`src/rtl/muldiv_sequencer.sv`:
```
// Iterative shift-add multiplier / restoring divider owning HI/LO; start-to-done is WIDTH+1 cycles (1 for divide-by-zero).
// Start is ignored while busy and cancel aborts without a done pulse; define MULDIV_SIGNED_EN to add op_signed (two's-complement operands).
module muldiv_sequencer #(
  parameter int WIDTH = 32
) (
  input  logic             clock,
  input  logic             reset,
  input  logic             start,
  input  logic             op,
`ifdef MULDIV_SIGNED_EN
  input  logic             op_signed,
`endif
  input  logic [WIDTH-1:0] a,
  input  logic [WIDTH-1:0] b,
  input  logic             cancel,
  output logic             busy,
  output logic             done,
  output logic             div_by_zero,
  output logic [WIDTH-1:0] hi,
  output logic [WIDTH-1:0] lo
);

  localparam int CNT_W = $clog2(WIDTH) + 1;

  typedef enum logic [1:0] {IDLE, MUL, DIV, DONE} state_t;

  state_t             state_q;
  logic [CNT_W-1:0]   cnt_q;
  logic [WIDTH-1:0]   acc_q;   // MUL upper accumulator / DIV partial remainder
  logic [WIDTH-1:0]   sh_q;    // MUL multiplier / DIV dividend shifting into quotient
  logic [WIDTH-1:0]   opnd_q;  // multiplicand or divisor magnitude
  logic               neg_hi_q;
  logic               neg_lo_q;
  logic               busy_q;
  logic               done_q;
  logic               dz_q;
  logic [WIDTH-1:0]   hi_q;
  logic [WIDTH-1:0]   lo_q;

  logic               sgn;
  logic               a_neg;
  logic               b_neg;
  logic [WIDTH-1:0]   a_mag;
  logic [WIDTH-1:0]   b_mag;

  logic [WIDTH:0]     mul_sum;
  logic [WIDTH-1:0]   mul_acc_d;
  logic [WIDTH-1:0]   mul_sh_d;
  logic [2*WIDTH-1:0] mul_prod;
  logic [2*WIDTH-1:0] mul_res;

  logic [WIDTH:0]     rem_sh;
  logic [WIDTH:0]     div_diff;
  logic               borrow;
  logic [WIDTH-1:0]   div_acc_d;
  logic [WIDTH-1:0]   div_sh_d;
  logic [WIDTH-1:0]   div_rem_res;
  logic [WIDTH-1:0]   div_quo_res;

`ifdef MULDIV_SIGNED_EN
  assign sgn = op_signed;
`else
  assign sgn = 1'b0;
`endif

  assign a_neg = sgn & a[WIDTH-1];
  assign b_neg = sgn & b[WIDTH-1];
  assign a_mag = a_neg ? -a : a;
  assign b_mag = b_neg ? -b : b;

  always_comb begin
    mul_sum   = {1'b0, acc_q} + (sh_q[0] ? {1'b0, opnd_q} : {(WIDTH+1){1'b0}});
    mul_acc_d = mul_sum[WIDTH:1];
    mul_sh_d  = {mul_sum[0], sh_q[WIDTH-1:1]};
    mul_prod  = {mul_acc_d, mul_sh_d};
    mul_res   = neg_hi_q ? -mul_prod : mul_prod;

    // rem_sh < 2*divisor, so bit WIDTH of the difference is exactly the borrow
    rem_sh      = {acc_q, sh_q[WIDTH-1]};
    div_diff    = rem_sh - {1'b0, opnd_q};
    borrow      = div_diff[WIDTH];
    div_acc_d   = borrow ? rem_sh[WIDTH-1:0] : div_diff[WIDTH-1:0];
    div_sh_d    = {sh_q[WIDTH-2:0], ~borrow};
    div_rem_res = neg_hi_q ? -div_acc_d : div_acc_d;
    div_quo_res = neg_lo_q ? -div_sh_d : div_sh_d;
  end

  always_ff @(posedge clock or posedge reset) begin
    if (reset) begin
      state_q  <= IDLE;
      cnt_q    <= '0;
      acc_q    <= '0;
      sh_q     <= '0;
      opnd_q   <= '0;
      neg_hi_q <= 1'b0;
      neg_lo_q <= 1'b0;
      busy_q   <= 1'b0;
      done_q   <= 1'b0;
      dz_q     <= 1'b0;
      hi_q     <= '0;
      lo_q     <= '0;
    end else begin
      done_q <= 1'b0;
      case (state_q)
        IDLE, DONE: begin
          if (cancel) begin
            state_q <= IDLE;
          end else if (start) begin
            dz_q <= 1'b0;
            if (op && (b == '0)) begin
              state_q <= DONE;
              hi_q    <= a;
              lo_q    <= '1;
              dz_q    <= 1'b1;
              done_q  <= 1'b1;
            end else begin
              state_q  <= op ? DIV : MUL;
              busy_q   <= 1'b1;
              cnt_q    <= CNT_W'(WIDTH);
              acc_q    <= '0;
              opnd_q   <= op ? b_mag : a_mag;
              sh_q     <= op ? a_mag : b_mag;
              neg_hi_q <= op ? a_neg : (a_neg ^ b_neg);
              neg_lo_q <= a_neg ^ b_neg;
            end
          end else begin
            state_q <= IDLE;
          end
        end
        MUL: begin
          if (cancel) begin
            state_q <= IDLE;
            busy_q  <= 1'b0;
          end else begin
            acc_q <= mul_acc_d;
            sh_q  <= mul_sh_d;
            cnt_q <= cnt_q - 1'b1;
            if (cnt_q == CNT_W'(1)) begin
              hi_q    <= mul_res[2*WIDTH-1:WIDTH];
              lo_q    <= mul_res[WIDTH-1:0];
              state_q <= DONE;
              busy_q  <= 1'b0;
              done_q  <= 1'b1;
            end
          end
        end
        DIV: begin
          if (cancel) begin
            state_q <= IDLE;
            busy_q  <= 1'b0;
          end else begin
            acc_q <= div_acc_d;
            sh_q  <= div_sh_d;
            cnt_q <= cnt_q - 1'b1;
            if (cnt_q == CNT_W'(1)) begin
              hi_q    <= div_rem_res;
              lo_q    <= div_quo_res;
              state_q <= DONE;
              busy_q  <= 1'b0;
              done_q  <= 1'b1;
            end
          end
        end
        default: begin
          state_q <= IDLE;
          busy_q  <= 1'b0;
        end
      endcase
    end
  end

  assign busy        = busy_q;
  assign done        = done_q;
  assign div_by_zero = dz_q;
  assign hi          = hi_q;
  assign lo          = lo_q;

endmodule
```
`config.mk`:
```
export PLATFORM = sky130hd
export DESIGN_NAME = muldiv_sequencer
export DESIGN_NICKNAME = d
export VERILOG_FILES = /design/src/rtl/muldiv_sequencer.sv
export SDC_FILE = /design/constraint.sdc
export NUM_CORES = 1
export LEC_CHECK = 0
export CORE_MARGIN = 4
export CORE_UTILIZATION = 40
export DETAILED_ROUTE_END_ITERATION = 7
export DONT_BUFFER_PORTS = 1
export GPL_TIMING_DRIVEN = 1
export PLACE_DENSITY_LB_ADDON = 0.12
export SETUP_SLACK_MARGIN = 0.1
export SLEW_MARGIN = 20
export SYNTH_ARGS = -nofsm -noshare
export SYNTH_HDL_FRONTEND = slang
export SYNTH_SLANG_ARGS = --single-unit
```
`constraint.sdc`:
```
create_clock -name clock -period 6.2 [get_ports clock]
set_clock_uncertainty 0.05 [all_clocks]
set_input_delay 0.93 -clock clock [delete_from_list [all_inputs] [get_ports clock]]
set_output_delay 0.93 -clock clock [all_outputs]
set_load 0.02 [all_outputs]
```
==> results of run 1 <==
-- per-stage QoR --
stage,cell area [um^2],hold WS (ns)
5_1_grt,13100,0.361
3_3_place_gp,12500,0.445
2_1_floorplan,12200,0.413
6_report,13100,0.342
4_1_cts,13100,0.345
3_5_place_dp,12500,0.449
-- state kept, by name, indices dropped and copies added (netlist names) --
signal / count
div_by_zero: 1
acc_q: 32
opnd_q: 32
sh_q: 32
cnt_q: 6
lo: 32
state_q: 2
hi: 32
busy: 1
done: 1
-- final cells by class --
class	count	area, um^2
timing repair buffer	12	103
sequential	171	4280
tap	390	488
inverter	59	226
multi-input combinational	1090	7400
clock inverter	9	135
clock buffer	23	478
fill	2976	16800
-- Yosys cell counts, types with 13 or more instances --
| cell type | n | area [um^2] |
|---|---|---|
| dfrtp_1 | 171 | 4280 |
| nand2_1 | 129 | 484 |
| a21oi_1 | 114 | 571 |
| o21ai_0 | 111 | 556 |
| nor2_1 | 102 | 383 |
| mux2i_1 | 74 | 741 |
| clkbuf_1 | 68 | 255 |
| ha_1 | 68 | 851 |
| a21o_1 | 65 | 488 |
| inv_1 | 59 | 221 |
| a211oi_1 | 48 | 360 |
| and2_1 | 39 | 244 |
| a221oi_1 | 35 | 307 |
| xnor2_1 | 31 | 272 |
| nand3_1 | 22 | 110 |
| a31oi_1 | 21 | 131 |
| xor2_1 | 21 | 184 |
| mux2_2 | 19 | 214 |
| and3_1 | 15 | 93.8 |
| nand2b_1 | 15 | 93.8 |
| o31ai_1 | 15 | 113 |
| nor3_1 | 13 | 65.1 |
| o211ai_1 | 13 | 97.6 |
-- placed cells by master, fill, tap and decap left out, types with 17 or more instances in the layout --
master     instances
a211oi_1          48
a21o_1            65
a21oi_1          113
a221oi_1          35
a31oi_1           21
and2_1            39
clkbuf_16         17
dfrtp_1          170
ha_1              66
inv_1             58
mux2_2            19
mux2i_1           74
nand2_1          128
nand3_1           22
nor2_1           102
o21ai_0          111
xnor2_1           31
xor2_1            20
-- worst paths after layout --
check | from | endpoint | slack (ns) | cells past startpoint
setup reg to reg | sh_q[31] | hi[21] | 1.37 | 15
max in group asynchronous | reset | hi[10] | 4.51 | 2
hold reg to reg | sh_q[27] | sh_q[27] | 0.46 | 1
setup / recovery | sh_q[31] | hi[21] | 1.37 | 15
hold / removal | reset | lo[25] | 0.34 | 1
min in group clock | sh_q[27] | sh_q[27] | 0.46 | 1
-- routing by layer --
| metal | track usage | wire, um | up-vias |
|---|---|---|---|
| met1 | 0.364 | 19900 | 5250 |
| met3 | 0.0639 | 3020 | 52 |
| li1 | - | - | 5059 |
| met2 | 0.349 | 17200 | 331 |
| met5 | 0 | 0 | - |
| met4 | 0.0690 | 941 | 0 |
-- worst reg2reg max path: cells and delay by family, from the launching register on --
family | cells | cell delay [ns]
XOR/XNOR | 1 | 0.16
AO/OA/AOI/OAI | 7 | 2.49
buffers and inverters | 3 | 0.63
flip-flops | 1 | 0.42
adder cells (fa/ha/maj) | 2 | 0.60
AND/OR/NAND/NOR | 2 | 0.34
-- logic make-up (layout without fill, tap and decap cells) --
kind of cell               Yosys count  count (layout)
AOI/OAI and AO/OA                  489             489
and+or+nand+nor                    386             386
DFF                                171             171
buffers and inverters              148             103
muxes                               93              93
adders and majority gates           70              70
xor gates and xnor gates            52              52
-- report_power, final --
part	leakage [nW]	switching, mW	internal [mW]
logic	3.65	2.58	1.47
clock network	0.290	0.462	0.668
registers	2.10	0.739	1.59
total	6.04	3.78	3.73
==> summary.md, run 1 <==
| Metric | Value |
|---|---|
| Outcome | `complete, no violations` |
| CTS tree | `built` |
| Worst Path Max Fanout | `38` |
| First-pass GRT wire length | `between 60 and 70 mm` |
| Synth Area per Inst | `roughly 8.7 um^2` |
| Post-synthesis mux area share | `0.0782` |
| P&R area growth vs syn | `7.36%` |
| Die area | `roughly 33,000 um^2` |
| Synth Area in Adders | `0.0729` |
| Worst slew pin tran | `roughly 0.94 ns` |
| Final Hold Vio Count | `0` |
| Setup ws final | `about 1.4 ns` |
| Worst path slowest cell | `a41oi_1` |
| Cts hold-fix bufs | `0` |
| Die Width | `183 um` |
| Grt total ovfl | `0` |
| Largest family of logic cells by synthesized area | `compound AO/OA/AOI/OAI gates` |
| Number of CTS-inserted buffers | `17` |
| Syn nets | `~1,500` |
| Mapped cell area | `around 12,000 um^2` |
| Worst EP required | `approximately 6.5 ns` |
| DP Cell Count | `approximately 1,700` |
| Sequential cell area fraction in the yosys report | `0.350` |
| Post-placement setup slack | `roughly 1.5 ns` |
| Vias after detailed routing | `~11,000` |
| Simple-gate area share of the yosys netlist | `0.149` |
| Sum of negative setup slack | `0 ns` |
| Initial DRT Pass Iterations | `6` |
| Fraction of layout cells with a size suffix above 1 | `0.0572` |
| DRC Markers | `0` |
| Top_reg_cell synth | `dfrtp_1` |
| Final std cells w/o fill | `about 1,800` |
| Top delay family on crit path | `compound AO/OA/AOI/OAI gates` |
| Ys Warns | `0` |
| Initial cell density of the core | `0.409` |
| Largest net degree at the start of global routing | `87` |
| Clock latency on the worst-skew pair | `around 0.44 ns` |
| Clk sinks | `~170` |
| P per Cell Area | `between 500 and 600 nW/um^2` |
| Setup repair bufs after CTS | `0` |
| Root Driver | `clkbuf_16` |
| Core area | `~30,000 um^2` |
| Period utilization | `0.779` |
| H-tree Lvls | `4` |
| Synthesized instance count | `between 1,000 and 1,500` |
| # nets final | `approximately 1,500` |
| RSZ-0062 raised after global routing | `no` |
| Fin util | `0.439` |
| Final Max Slew Viols | `0` |
| Die H | `between 150 and 200 um` |
| DR iter-0 viols | `852` |
| Max-slew headroom at the worst pin | `0.376` |
| GRT Total Usage | `0.244` |
| XOR/XNOR share of the synthesized area | `0.0373` |
| Max incr delay on CP | `0.68 ns` |
| Maximum vdd drop | `388 uV` |
| Critical path, cell by cell | `inv_1, ha_1, inv_1, fa_1, a211oi_1, nor2_1, a41oi_1, o21ai_0, a211oi_1, a31oi_1, xor2_4, buf_4, nor2_1, a222oi_1, o21ai_1` |
| FP Rows | `between 60 and 70` |
| Vias in the first global route | `a little over 10,000` |
| Fmax | `about 210 MHz` |
| Post-Route WL | `41.0 mm` |
| Max clock buf depth | `2` |
| Post-DR wirelength/cell | `23.4 um` |
| Worst hold path class | `in2async` |
| Vias/cell | `6.10` |
| Critical Path AT | `a little over 5 ns` |
| Unique cell type count in the Yosys netlist | `74` |
| Synth Area in Compound Gates | `0.263` |
| Static leakage | `approximately 6.0 nW` |
| Ports | `136` |
| Tmin final | `4.83 ns` |
| WS Path Type | `reg2reg` |
| Final setup viols | `0` |
| Post-synth EDFFs | `0` |
| Port buffer count | `0` |
| Number of diodes | `0` |
| Power, Total | `about 7.5 mW` |
| DPL Wire Length | `30.2 mm` |
| Initial antenna violation count | `0` |
| FFs w/ async S/R, synth | `1.00` |
| GPL Wtd Cong | `roughly 0.94` |
| CTS clk-pin slew, worst paths | `approximately 0.070 ns` |
| Antenna viol nets, final | `0` |
| Seq cells post-synth | `~170` |
| Crit start category | `flop` |
| Worst path bufs/invs | `3` |
| Setup crit end kind | `flop` |
| PostCTS Resize Cnt | `0` |
| Max_cap viols | `0` |
(Power assumes the default switching activity.)
==> run 2: changes to the inputs <==
==> constraint.sdc (replaced) <==
create_clock -name clock -period 4.8 [get_ports clock]
set_clock_uncertainty 0.05 [all_clocks]
set_input_delay 0.72 -clock clock [delete_from_list [all_inputs] [get_ports clock]]
set_output_delay 0.72 -clock clock [all_outputs]
set_load 0.02 [all_outputs]
==> run 2 against run 1 <==
  * Sequential power rose by 28%
  * Via count fell by 0.12%
  * Global-route usage rose by 0.076 points
  * Sequential share of layout area fell by 0.069 points
  * Highest routed layer unchanged
==> summary.md, run 2 (same netlist as run 1, synthesis figures left out) <==
| Metric | Value |
|---|---|
| FP Rows | `63 (unchanged)` |
| Max incr delay on CP | `0.51 ns (-0.17 ns)` |
| Max_cap viols | `0 (unchanged)` |
| Top delay family on crit path | `compound AO/OA/AOI/OAI gates` |
| Die Width | `183 um (unchanged)` |
| Initial antenna violation count | `0 (unchanged)` |
| Cts hold-fix bufs | `0 (unchanged)` |
| Max-slew headroom at the worst pin | `0.352 (-0.0244)` |
| First-pass GRT wire length | `64.1 mm (+0.44%)` |
| Tmin final | `4.13 ns (-0.699 ns)` |
| Vias in the first global route | `10,500 (+2.0%)` |
| H-tree Lvls | `4 (unchanged)` |
| CTS tree | `built` |
| Post-DR wirelength/cell | `23.3 um (-0.29%)` |
| Metal-1 WL | `19.7 mm (-0.89%)` |
| Final Hold Vio Count | `0 (unchanged)` |
| P&R area growth vs syn | `7.55%` |
| Number of diodes | `0 (unchanged)` |
| Filler cell count in the final layout | `2,979 (+0.10%)` |
| DR iter-0 viols | `956 (+12%)` |
| Critical path, cell by cell | `inv_1, ha_1, inv_1, fa_1, a211oi_1, nor2_1, a41oi_1, o21ai_0, a211oi_1, a31oi_1, xor2_4, buf_4, nor2_1, a222oi_1, o21ai_1` |
| Vias/cell | `6.07 (-0.46%)` |
| Setup repair bufs after CTS | `0 (unchanged)` |
| Grt total ovfl | `0 (unchanged)` |
| Worst EP required | `5.06 ns (-1.39 ns)` |
| Worst slew pin tran | `0.972 ns (+0.0366 ns)` |
| CTS clk-pin slew, worst paths | `0.07 ns (about the same)` |
| RSZ-0062 raised after global routing | `no` |
| Fraction of layout cells with a size suffix above 1 | `0.0620 (+0.00486)` |
| # nets final | `1,496 (+0.40%)` |
| Final setup viols | `0 (unchanged)` |
| Port buffer count | `0 (unchanged)` |
| Largest net degree at the start of global routing | `172 (+98%)` |
| PostCTS Resize Cnt | `0 (unchanged)` |
| Fin util | `0.440 (+0.000796)` |
| DPL Wire Length | `30.3 mm (about the same)` |
| Vias after detailed routing | `10,700 (-0.12%)` |
| GPL Wtd Cong | `0.919 (-2.2%)` |
| Most frequent cells in the layout | `dfrtp_1 (171), nand2_1 (128), a21oi_1 (113)` |
| Max clock buf depth | `2 (unchanged)` |
| Critical Path AT | `4.39 ns (-0.69 ns)` |
| GRT Total Usage | `0.245 (+0.000757)` |
| Core area | `29,900 um^2 (unchanged)` |
| Initial cell density of the core | `0.409 (unchanged)` |
| Worst Path Max Fanout | `31 (-18%)` |
| Static leakage | `6.06 nW (+0.30%)` |
| DRC Markers | `0 (unchanged)` |
| Number of CTS-inserted buffers | `17 (unchanged)` |
| Clk sinks | `171 (unchanged)` |
| Ports | `136 (unchanged)` |
| Die area | `33,400 um^2 (unchanged)` |
| Commonest non-fill, non-tap cell in the layout | `dfrtp_1` |
| Fmax | `242 MHz (+17%)` |
| Clock latency on the worst-skew pair | `0.44 ns (about the same)` |
| Final Max Slew Viols | `0 (unchanged)` |
| Worst hold path class | `in2reg` |
| Worst path bufs/invs | `3 (unchanged)` |
| Initial DRT Pass Iterations | `5 (-1)` |
| Maximum vdd drop | `498 uV (+28%)` |
| Die H | `183 um (unchanged)` |
| R2r setup slk | `0.67 ns (-0.70 ns)` |
| WS Path Type | `reg2reg` |
| Top layer used by detailed routing | `met4` |
| Met3 wire length | `3.25 mm (+7.8%)` |
| Root Driver | `clkbuf_16` |
| Length of routed met2 wiring | `17.4 mm (+1.4%)` |
| Period utilization | `0.861 (+0.0817)` |
| Crit start category | `flop` |
| P per Cell Area | `736 nW/um^2 (+29%)` |
| Worst path slowest cell | `a222oi_1` |
| Antenna viol nets, final | `0 (unchanged)` |
| Outcome | `complete, no violations` |
| Post-Route WL | `41.0 mm (about the same)` |
| Sum of negative setup slack | `0 ns (unchanged)` |
| Setup crit end kind | `flop` |
[run 2: worst register-to-register path: stages, from the launching register on]
cell	delay [ns]
dfrtp_1	0.42
inv_1	0.07
ha_1	0.15
inv_1	0.06
fa_1	0.43
a211oi_1	0.25
nor2_1	0.11
a41oi_1	0.32
o21ai_0	0.17
a211oi_1	0.34
a31oi_1	0.24
xor2_4	0.16
buf_4	0.41
nor2_1	0.19
a222oi_1	0.51
o21ai_1	0.13
[run 2: worst paths after layout]
kind	start	endpoint	cells after the start
worst max-delay path	sh_q[31]	hi[21]	15
worst min-delay path	cancel	state_q[1]	1
worst max register to register	sh_q[31]	hi[21]	15
worst min register to register	opnd_q[25]	opnd_q[25]	2
max in group asynchronous	reset	hi[3]	2
min in group asynchronous	reset	lo[25]	2
[run 2: metrics by stage]
stage / std cells / hold WS [ns] / total power, mW / setup WS [ns] / cell area [um^2]
2_1_floorplan: 1409 / 0.413 / 6.67 / 1.11 / 12200
3_3_place_gp: 1728 / 0.444 / 8.26 / 0.814 / 12600
3_5_place_dp: 1728 / 0.449 / 8.27 / 0.662 / 12600
4_1_cts: 1760 / 0.291 / 9.66 / 0.631 / 13100
5_1_grt: 1760 / 0.290 / 10.4 / 0.324 / 13100
6_report: 1760 / 0.305 / 9.67 / 0.667 / 13100
[run 2: layer usage]
metal,global-route usage,up-vias
met1,0.367,5243
met4,0.0540,0
li1,-,5066
met2,0.357,332
met3,0.0599,38
met5,0,-
[run 2: area by class of cell]
cell class                 instances  area [um^2]  share of cell area
clock inverter                    13          119             0.00905
multi-input combinational       1090         7400               0.563
sequential                       171         4280               0.326
clock buffer                      19          443              0.0337
inverter                          59          225              0.0171
timing repair buffer              18          185              0.0141
tap                              390          488              0.0371
[run 2: power by group]
group | switching, mW | internal, mW | total [mW]
combinational | 3.38 | 1.93 | 5.31
clock | 0.632 | 0.733 | 1.36
sequential | 0.936 | 2.05 | 2.99
==> run 3: changes to the inputs <==
--- a/config.mk
+++ b/config.mk
@@ -7,6 +7,7 @@
 export LEC_CHECK = 0
 export CORE_MARGIN = 4
 export CORE_UTILIZATION = 40
+export CTS_CLUSTER_SIZE = 14
 export DETAILED_ROUTE_END_ITERATION = 7
 export DONT_BUFFER_PORTS = 1
 export GPL_TIMING_DRIVEN = 1
==> results of run 3 <==
No change in the layout: final DEF, timing and power equal those of run 2.
